--- src/rtl/serial_add2.sv ---
// serial_add2 -- ready/valid serial adder that folds two bits per clock.
// Operands A, B and carry-in CI are captured on the accepting edge, then
// WIDTH/2 clocks of a 2-bit full-adder slice build the sum LSB-first.
// The result (S, CO) is presented from registers until the consumer takes it.
// WIDTH must be even and >= 2.
// Build option: define SERIAL_ADD2_OVF_EN to add the OV (signed overflow) output.
module serial_add2 #(
   parameter int WIDTH = 8
) (
   input  logic             CK,
   input  logic             RN,
   input  logic             IVALID,
   output logic             IREADY,
   input  logic [WIDTH-1:0] A,
   input  logic [WIDTH-1:0] B,
   input  logic             CI,
   output logic             OVALID,
   input  logic             OREADY,
   output logic [WIDTH-1:0] S,
`ifdef SERIAL_ADD2_OVF_EN
   output logic             OV,
`endif
   output logic             CO
);

   localparam int DIGITS = WIDTH / 2;
   localparam int CNT_W  = (DIGITS > 1) ? $clog2(DIGITS) : 1;

   typedef enum logic [1:0] {
      ST_IDLE = 2'd0,
      ST_RUN  = 2'd1,
      ST_DONE = 2'd2
   } state_t;

   state_t           state_q, state_d;
   logic [WIDTH-1:0] a_q, a_d;
   logic [WIDTH-1:0] b_q, b_d;
   logic [WIDTH-1:0] sum_q, sum_d;
   logic             cy_q, cy_d;
   logic [CNT_W-1:0] cnt_q, cnt_d;
   logic             rdy_q;
   logic             vld_q;
`ifdef SERIAL_ADD2_OVF_EN
   logic             ov_q, ov_d;
`endif

   // 2-bit slice signals for the digit currently at the bottom of A/B
   logic             s0, s1, c0, c1;
   logic [WIDTH+1:0] sum_ext;
   logic             accept;
   logic             last_digit;

   function automatic logic maj(input logic x, input logic y, input logic z);
      return (x & y) | (x & z) | (y & z);
   endfunction

   // Next-state and datapath: one 2-bit full-adder digit per RUN cycle
   always_comb begin
      c0         = maj(a_q[0], b_q[0], cy_q);
      s0         = a_q[0] ^ b_q[0] ^ cy_q;
      c1         = maj(a_q[1], b_q[1], c0);
      s1         = a_q[1] ^ b_q[1] ^ c0;
      // new digit enters at the top, older digits move down by two
      sum_ext    = {s1, s0, sum_q};
      accept     = IVALID & rdy_q;
      last_digit = (cnt_q == CNT_W'(DIGITS - 1));

      state_d    = state_q;
      a_d        = a_q;
      b_d        = b_q;
      sum_d      = sum_q;
      cy_d       = cy_q;
      cnt_d      = cnt_q;
`ifdef SERIAL_ADD2_OVF_EN
      ov_d       = ov_q;
`endif

      case (state_q)
         ST_IDLE: begin
            if (accept) begin
               a_d     = A;
               b_d     = B;
               cy_d    = CI;
               cnt_d   = '0;
               state_d = ST_RUN;
            end
         end
         ST_RUN: begin
            a_d   = a_q >> 2;
            b_d   = b_q >> 2;
            sum_d = sum_ext[WIDTH+1:2];
            cy_d  = c1;
`ifdef SERIAL_ADD2_OVF_EN
            // carry into vs. out of the MSB; the last digit's value is kept
            ov_d  = c0 ^ c1;
`endif
            cnt_d = cnt_q + CNT_W'(1);
            if (last_digit) begin
               state_d = ST_DONE;
            end
         end
         ST_DONE: begin
            // result held; new operands are not looked at until IDLE
            if (OREADY) begin
               state_d = ST_IDLE;
            end
         end
         default: begin
            state_d = ST_IDLE;
         end
      endcase
   end

   // State, datapath and registered handshake flags; reset aborts any operation
   always_ff @(posedge CK or negedge RN) begin
      if (!RN) begin
         state_q <= ST_IDLE;
         a_q     <= '0;
         b_q     <= '0;
         sum_q   <= '0;
         cy_q    <= 1'b0;
         cnt_q   <= '0;
         rdy_q   <= 1'b0;
         vld_q   <= 1'b0;
`ifdef SERIAL_ADD2_OVF_EN
         ov_q    <= 1'b0;
`endif
      end else begin
         state_q <= state_d;
         a_q     <= a_d;
         b_q     <= b_d;
         sum_q   <= sum_d;
         cy_q    <= cy_d;
         cnt_q   <= cnt_d;
         // flags follow the next state so they are pure flop outputs;
         // IREADY stays low until the first edge after reset release
         rdy_q   <= (state_d == ST_IDLE);
         vld_q   <= (state_d == ST_DONE);
`ifdef SERIAL_ADD2_OVF_EN
         ov_q    <= ov_d;
`endif
      end
   end

   assign IREADY = rdy_q;
   assign OVALID = vld_q;
   assign S      = sum_q;
   assign CO     = cy_q;
`ifdef SERIAL_ADD2_OVF_EN
   assign OV     = ov_q;
`endif

endmodule
--- config.mk ---
export PLATFORM = sky130hd
export DESIGN_NAME = serial_add2
export DESIGN_NICKNAME = d
export VERILOG_FILES = /design/src/rtl/serial_add2.sv
export SDC_FILE = /design/constraint.sdc
export NUM_CORES = 1
export LEC_CHECK = 0
export ABC_AREA = 1
export CAP_MARGIN = 10
export CORE_MARGIN = 5
export CORE_UTILIZATION = 45
export CTS_CLUSTER_SIZE = 16
export DETAILED_ROUTE_END_ITERATION = 10
export PLACE_DENSITY = 0.7
export SYNTH_ARGS = -nofsm -noshare
export SYNTH_HDL_FRONTEND = slang
export SYNTH_SLANG_ARGS = --single-unit
--- constraint.sdc ---
create_clock -name CK -period 2.35 [get_ports CK]
set_clock_uncertainty 0.2 [all_clocks]
set_input_delay 0.47 -clock CK [delete_from_list [all_inputs] [get_ports CK]]
set_output_delay 0.47 -clock CK [all_outputs]
set_load 0.03 [all_outputs]
# ---- Word-level counts from Yosys, hierarchy flattened
# Index checks and enable logic that the tools add are counted.
dict set report word_totals {
  ff_bits 31
  input_bits 21
  out_inout_bits 11
  word_cells 45
}
dict set report op_classes {
  n_addsub 1
  n_eq_ne 5
  n_mux 12
  bitwise_logic 15
  reduce_logical 4
}
# operator n
set op_table {}
lappend op_table {{$pmux W8 S2} 2}
lappend op_table {{$mux W8} 2}
lappend op_table {{$mux W2} 4}
lappend op_table {{$and A1 B1 Y1} 7}
lappend op_table {{$eq A2 B2 Y1 const B} 3}
lappend op_table {{$pmux W2 S3} 1}
lappend op_table {{$logic_not A2 Y1} 2}
lappend op_table {{$or A1 B1 Y1} 4}
lappend op_table {{$pmux W2 S2} 1}
lappend op_table {{$xor A1 B1 Y1} 4}
lappend op_table {{$add A2 B1 Y2 const B} 1}
lappend op_table {{$eq A2 B1 Y1 const B} 1}
lappend op_table {{$ne A2 B2 Y1 const B} 1}
lappend op_table {{$pmux W1 S2} 1}
lappend op_table {{$reduce_and A2 Y1} 1}
lappend op_table {{$reduce_bool A2 Y1} 1}
lappend op_table {{$mux W1} 1}

# ---- Longest topological paths before layout
# Gate-level depths: netlist of the first run.
dict set report logic_depth {
  ltp_word 7
  mapped_depth 8
  mapped_depth_nobuf 8
}

# ---- Least setup slack after synthesis of the first run
# No wires, ideal clock.
dict set report synth_path {
  kind {register to register}
  from {reg cy_q, in the netlist CO}
  to {reg cy_q, in the netlist CO}
  setup_time_ns 0.066
  arrival_time_ns 1.656
  t_required_ns 2.084
  path_slack_ns 0.428
  stages_incl_launch_ff 9
  path_buffers 0
  synth_period_minus_slack_ns 1.922
  path_cell_list {dfrtp_1 -> inv_1 -> fa_1 -> fa_1 -> inv_1 -> nand3_1 -> nand2_1 -> nand2_1 -> nand2_1}
}
dict set report synth_between {
  elab_chain_cells 7
  elab_cells_between_ends 9
  classes_between {mux: 1; bitwise: 8}
}
# item line
set synth_rtl {}
lappend synth_rtl {{from (decl)} 39} ;# logic cy_q, cy_d;
lappend synth_rtl {{from (signal assigned)} 133} ;# cy_q <= cy_d;
lappend synth_rtl {{$and A1 B1 Y1} 54} ;# return (x & y) | (x & z) | (y & z);
lappend synth_rtl {{$or A1 B1 Y1} 54}
lappend synth_rtl {{$or A1 B1 Y1 (*)} 54}
lappend synth_rtl {{$and A1 B1 Y1} 54}
lappend synth_rtl {{$or A1 B1 Y1} 54}
lappend synth_rtl {{$or A1 B1 Y1 (*)} 54}
lappend synth_rtl {{$pmux W1 S2 (*)} 78} ;# case (state_q)
# Mark *: on every way between the ends. The rest lies on a longest branch, timed or not.
# A chain may end at the register's enable or synchronous reset.

# ---- Final worst setup path of the first run
dict set report layout_path {
  from {reg sum_q[4], in the netlist S[4]}
  to {out S[4]}
}
# item line
set layout_lines {}
lappend layout_lines {{from (decl)} 38} ;# logic [WIDTH-1:0] sum_q, sum_d;
lappend layout_lines {{from (signal assigned)} 132} ;# sum_q <= sum_d;
lappend layout_lines {{to (decl)} 19} ;# output logic [WIDTH-1:0] S,
# No word-level cell between the ends.

==> impl_results.md, run 1 <==
- Pwr Total: 2690 µW
- Crit path buf inv count: 1
- Yosys warns: 0
- Total congestion overflow: 0
- FF+latch count, synth: 31
- Final Util: 0.586
- Post-Syn Instances: 181
- Max-cap violations: 0
- Slew Limit Fails: 0
- Initial Utilization: 0.457
- Comb pwr share: 0.507
- Synth unique cells: 19
- Pre-CTS WS: 0.369 ns
- Leak Pwr: 0.000988 µW
- All-Layer GR Usage: 0.171
- Slew margin rel.: 0.637
- Mux share of post-synthesis cell area: 0
- Drt via density: 4.89
- Core ar.: 0.00328 mm²
- Register Area: 776 µm²
- Starting DRT DRC Count: 45
- Ports: 32
- Initial antenna violation count: 0
- VDD IR max: 0.766 mV
- CP Cell Sequence: clkdlybuf4s50_1
- CTS Buf Count: 5
- WP data required: 1.68 ns
- Mapped cell area: 0.00150 mm²
- Worst-path clk slew: 0.10 ns
- Postcts setup bufs: 0
- GPL Wtd Cong: 0.813
- Min-delay src: S[1]
- Final hold viol count: 0
- Hold Crit Depth: 2
- Post-Synth Simple-Gate Area: 0.330
- Fmax: 0.481 GHz
- PortBufs: 31
- Post-synth EDFFs: 0
- Post-route DRC: 0
- Reg-to-reg setup timing slack: 0.47 ns
- Setup Crit Path Kind: reg2out
- Sequential fraction of the synthesis area: 0.517
- Fin worst setup slack: 0.271 ns
- Largest net degree at the start of global routing: 32
- Vias in the first global route: 1,265
- Internal Pwr Total: 1500 µW
- Drt pass-1 iters: 4
- Via count: 1,291
- H-tree depth: 2
- Delay-heaviest family, CP: buffers and inverters
- Area Growth Syn to Fin: 28.3%
- Clock sinks: 31
- DR WL/cell: 12.3 µm
- Power share of the clock group: 0.133
- Post-Synth Adder-Cell Area: 0.0350
- Reg power frac: 0.360
- Outcome: completed
- RR Endpoint: CO
- Worst hold-check path type: reg2reg
- CTS Buffer Depth: 2
- Setup violations, final: 0
- Compound-Gate Fraction of Synth Area: 0.0392
- Unrepaired setup endpoints after global routing: false
- Slowest cell on crit path: clkdlybuf4s50_1
- Crit path capture type: output pin
- Nets@finish: 241
- Syn_nets: 205
- FF-to-FF Start: CO
- Switching share of power: 0.441
- PD cells: 1400 mW/mm²
- Final ANT Viol Nets: 0
- Clock Latency Late Sink: 0.34 ns
- Filler cells: 321
- Setup tns final: 0 ns
- Largest family of logic cells by synthesized area: simple AND/OR/NAND/NOR gates
- Hold EP: S[1]
- Row count: 21
- Syn avg cell area: 8.29 µm²
- Synth async-reset ratio: 1.00
- Worst Setup Start Kind: register
- Die footprint: 0.00459 mm²
- Minimum clock period after layout: 2.08 ns
- Final HPWL DP: 2400 µm
- Cts hold-fix bufs: 0
- Layout cell share with drive strength beyond 1: 0.101
- Synth Area in XOR/XNOR: 0
- Total Wirelength: 3250 µm
- Crit path depth: 1
- Crit Path Max Fanout: 3
- Psw: 1180 µW
- Die H: 67.7 µm
- Die X-Extent: 67.7 µm
- Worst Tran Pin Value: 0.545 ns
- Area occupied by multi-input gates: 607 µm²
- N_diodes: 0
- Top FF cell, synth: dfrtp_1
- First-pass GRT wire length: 5660 µm
- CTS tree: yes
- CP peak stage delay: 0.68 ns
- Worst Path Arrival: 1.41 ns
- Cts repair resizes: 0
- R2R cell count: 8
- Fin crit share: 0.885
- Clk root buf: clkbuf_4
-- final cells by class --
| class | count | area share |
|---|---|---|
| clock buffers | 8 | 0.0358 |
| inverters | 12 | 0.0234 |
| well taps | 46 | 0.0299 |
| multi-input cells | 128 | 0.315 |
| flip-flops and latches | 31 | 0.403 |
| repair buffers | 39 | 0.192 |
-- layer usage --
metal / global-route usage / wire [µm]
met1: 0.185 / 1390
met2: 0.295 / 1610
met3: 0.0616 / 188
met4: 0.0759 / 59
met5: 0 / 0
-- power by group through the flow --
| stage | Combinational (µW) | Clock, µW | Sequential [µW] |
|---|---|---|---|
| 5_1_grt | 1540 | 393 | 1010 |
| 3_5_place_dp | 1380 | 0 | 981 |
| 6_report | 1360 | 358 | 968 |
| 2_1_floorplan | 881 | 0 | 1070 |
| 3_3_place_gp | 1340 | 0 | 965 |
| 4_1_cts | 1390 | 370 | 970 |
-- worst max path at each step --
stage                     startpoint       end  slack [ns]
after floorplan                   CO        CO        0.43
after global placement        IVALID    a_q[4]        0.41
after detailed placement      IVALID  cnt_q[1]        0.37
after CTS                         CO        CO        0.25
after global routing            S[4]      S[4]        0.22
final                           S[4]      S[4]        0.27
-- through the flow --
stage	cell area [µm²]	std cells	hold slack (ns)
floorplan	1500	181	-0.0256
global placement	1860	256	0.269
detailed placement	1860	256	0.284
CTS	1920	264	0.307
global route	1920	264	0.336
finish	1920	264	0.298
-- cells by family (layout without fill, tap and decap cells) --
kind of cell	after synthesis	after routing
compound gates	10	10
fa+ha+maj	3	3
buf+inv	22	59
flops	31	31
simple gates	115	115
-- tightest hold or removal path: stages (launching register included) --
cell and delay [ns]:
dfrtp_1 0.35, nand2_1 0.05, o21ai_0 0.06
-- registers in the layout (all words and copies together), names as in the netlist --
signal,cells
cnt_q,2
state_q,2
S,8
CO,1
OVALID,1
b_q,8
a_q,8
IREADY,1
-- cell usage in the layout (no fill, tap or decap) --
cell type / n
a21oi_2: 1
buf_4: 8
clkbuf_1: 1
clkbuf_4: 5
clkbuf_8: 2
clkdlybuf4s50_1: 31
dfrtp_1: 31
fa_1: 2
ha_1: 1
inv_1: 9
inv_2: 3
nand2_1: 74
nand2_4: 1
nand3_1: 36
nor2_1: 1
nor2_4: 1
nor3_1: 1
o21ai_0: 4
o21ai_1: 3
o31ai_1: 2
or2_2: 1
-- Yosys cell counts (2+ instances only) --
cell     instances  area [µm²]
buf_4            4        30.0
o21ai_0          4        20.0
inv_1            9        33.8
buf_6            2        22.5
dfrtp_1         31         776
o31ai_1          2        15.0
o21ai_1          3        15.0
nand3_1         36         180
fa_1             2        40.0
buf_2            4        20.0
nand2_1         74         278
inv_2            3        11.3
Power figures use the tool's default switching activity.
==> inputs of run 2 (changes only) <==
--- a/config.mk
+++ b/config.mk
@@ -11,6 +11,7 @@
 export CORE_UTILIZATION = 45
 export CTS_CLUSTER_SIZE = 16
 export DETAILED_ROUTE_END_ITERATION = 10
+export GPL_TIMING_DRIVEN = 0
 export PLACE_DENSITY = 0.7
 export SYNTH_ARGS = -nofsm -noshare
 export SYNTH_HDL_FRONTEND = slang
==> run 2 against run 1 <==
  * Maximum frequency down 0.67%
  * Wire length up 3.8%
  * Worst setup slack worse by 0.014 ns
  * Utilization up 0.72 points
  * Critical path depth unchanged
  * Via count up 1.6%
  * Clock power down 18%
  * First-iteration DRC count down 6.7%
  * Sequential share of layout area down 0.49 points
  * Die area unchanged
==> impl_results.md, run 2 (same netlist as run 1, synthesis figures left out) <==
- Die H: 67.7 µm
- Area Growth Syn to Fin: 29.9%
- Drt via density: 4.91
- Cts hold-fix bufs: 0
- GPL Wtd Cong: 0.829
- Die X-Extent: 67.7 µm
- PortBufs: 31
- Most common cell after layout, fill and taps aside: nand2_1
- CTS Buffer Depth: 2
- N_diodes: 0
- Slew margin rel.: 0.529
- Clock Latency Late Sink: 0.34 ns
- Ports: 32
- Psw: 1200 µW
- Fmax: 0.478 GHz
- Core ar.: 0.00328 mm²
- VDD IR max: 0.545 mV
- CP Cell Sequence: clkdlybuf4s50_1
- All-Layer GR Usage: 0.172
- Die footprint: 0.00459 mm²
- Reg power frac: 0.346
- Commonest cells after routing, fill and taps aside: nand2_1 (74), nand3_1 (36), dfrtp_1 (31), clkdlybuf4s50_1 (31), inv_1 (9)
- Row count: 21
- Filler cells: 322
- Initial Utilization: 0.457
- Switching share of power: 0.451
- Via count: 1,312
- Nets@finish: 244
- Clock sinks: 31
- Largest net degree at the start of global routing: 19
- Setup Crit Path Kind: reg2out
- Slew Limit Fails: 0
- Total congestion overflow: 0
- Comb pwr share: 0.545
- Post-route DRC: 0
- Starting DRT DRC Count: 42
- Total Wirelength: 3370 µm
- WP data required: 1.68 ns
- Cts repair resizes: 0
- First-pass GRT wire length: 5700 µm
- Postcts setup bufs: 0
- PD cells: 1370 mW/mm²
- Worst Path Arrival: 1.42 ns
- Worst-path clk slew: 0.10 ns
- Outcome: completed
- Clk root buf: clkbuf_4
- Power share of the clock group: 0.110
- Drt pass-1 iters: 4
- Crit path capture type: output pin
- Unrepaired setup endpoints after global routing: false
- Final hold viol count: 0
- Setup tns final: 0 ns
- CP peak stage delay: 0.69 ns
- Slowest cell on crit path: clkdlybuf4s50_1
- Vias in the first global route: 1,292
- Max-cap violations: 0
- Final HPWL DP: 2520 µm
- Crit path buf inv count: 1
- Initial antenna violation count: 0
- Worst hold-check path type: reg2reg
- Worst Tran Pin Value: 0.704 ns
- Worst Setup Start Kind: register
- Final ANT Viol Nets: 0
- CTS Buf Count: 5
- Setup violations, final: 0
- Final Util: 0.593
- Layout cell share with drive strength beyond 1: 0.118
- Crit Path Max Fanout: 3
- Leak Pwr: 0.00100 µW
- Internal Pwr Total: 1470 µW
- Minimum clock period after layout: 2.09 ns
- Fin crit share: 0.891
- Delay-heaviest family, CP: buffers and inverters
- H-tree depth: 2
- CTS tree: yes
- DR WL/cell: 12.6 µm
## run 2: cell types whose count changed in the layout (fill, tap and decap cells not counted)
cell | before | now
buf_2 | 0 | 4
buf_4 | 8 | 4
clkinv_2 | 0 | 3
buf_6 | 0 | 2
clkbuf_8 | 2 | 0
buf_16 | 0 | 1
clkbuf_1 | 1 | 0
## run 2: layer usage
metal  vias up  track usage  wire, µm
met1       612        0.195      1420
met5         -            0         0
met4         0       0.0810        56
met2        36        0.289      1660
li1        656            -         -
met3         8       0.0582       226
## run 2: layout make-up
class | count | area (µm²) | area share
repair buffers | 32 | 338 | 0.173
flip-flops and latches | 31 | 776 | 0.398
multi-input cells | 128 | 607 | 0.311
inverters | 12 | 45.0 | 0.0231
plain buffers | 10 | 72.6 | 0.0373
clock buffers | 5 | 37.5 | 0.0193
well taps | 46 | 57.6 | 0.0295
clock inverters | 3 | 15.0 | 0.00771
## run 2: path summary, 6_finish.rpt
path | start | end | slack [ns] | cells past startpoint
max | CO | CO | 0.26 | 1
min | S[1] | S[1] | 0.30 | 2
max reg2reg | CO | CO | 0.54 | 8
min reg2reg | S[1] | S[1] | 0.30 | 2
max in group asynchronous | RN | b_q[6] | 1.07 | 2
min in group asynchronous | RN | S[5] | 0.35 | 1
## run 2: per-stage QoR
step / setup slack, ns / hold WS (ns) / instance area [µm²] / total power, µW / instances
after floorplan: 0.428 / -0.0256 / 1500 / 1950 / 181
after global placement: 0.0839 / 0.271 / 1870 / 2360 / 258
after detailed placement: 0.428 / 0.281 / 1900 / 2410 / 259
after CTS: 0.223 / 0.307 / 1950 / 2720 / 267
after global routing: 0.181 / 0.335 / 1950 / 2930 / 267
final: 0.257 / 0.304 / 1950 / 2670 / 267
## run 2: worst reg2reg max path, delay by kind of cell (launching register included)
family	cells	cell delay (ns)
fa+ha+maj	2	0.79
flops	1	0.39
simple gates	4	0.23
buf+inv	2	0.13
## run 2: power by group through the flow
| stage | registers [µW] | clock network (µW) | logic, µW |
|---|---|---|---|
| 6_report | 923 | 294 | 1460 |
| 3_3_place_gp | 925 | 0 | 1430 |
| 2_1_floorplan | 1070 | 0 | 881 |
| 4_1_cts | 926 | 313 | 1480 |
| 5_1_grt | 957 | 335 | 1640 |
| 3_5_place_dp | 936 | 0 | 1480 |
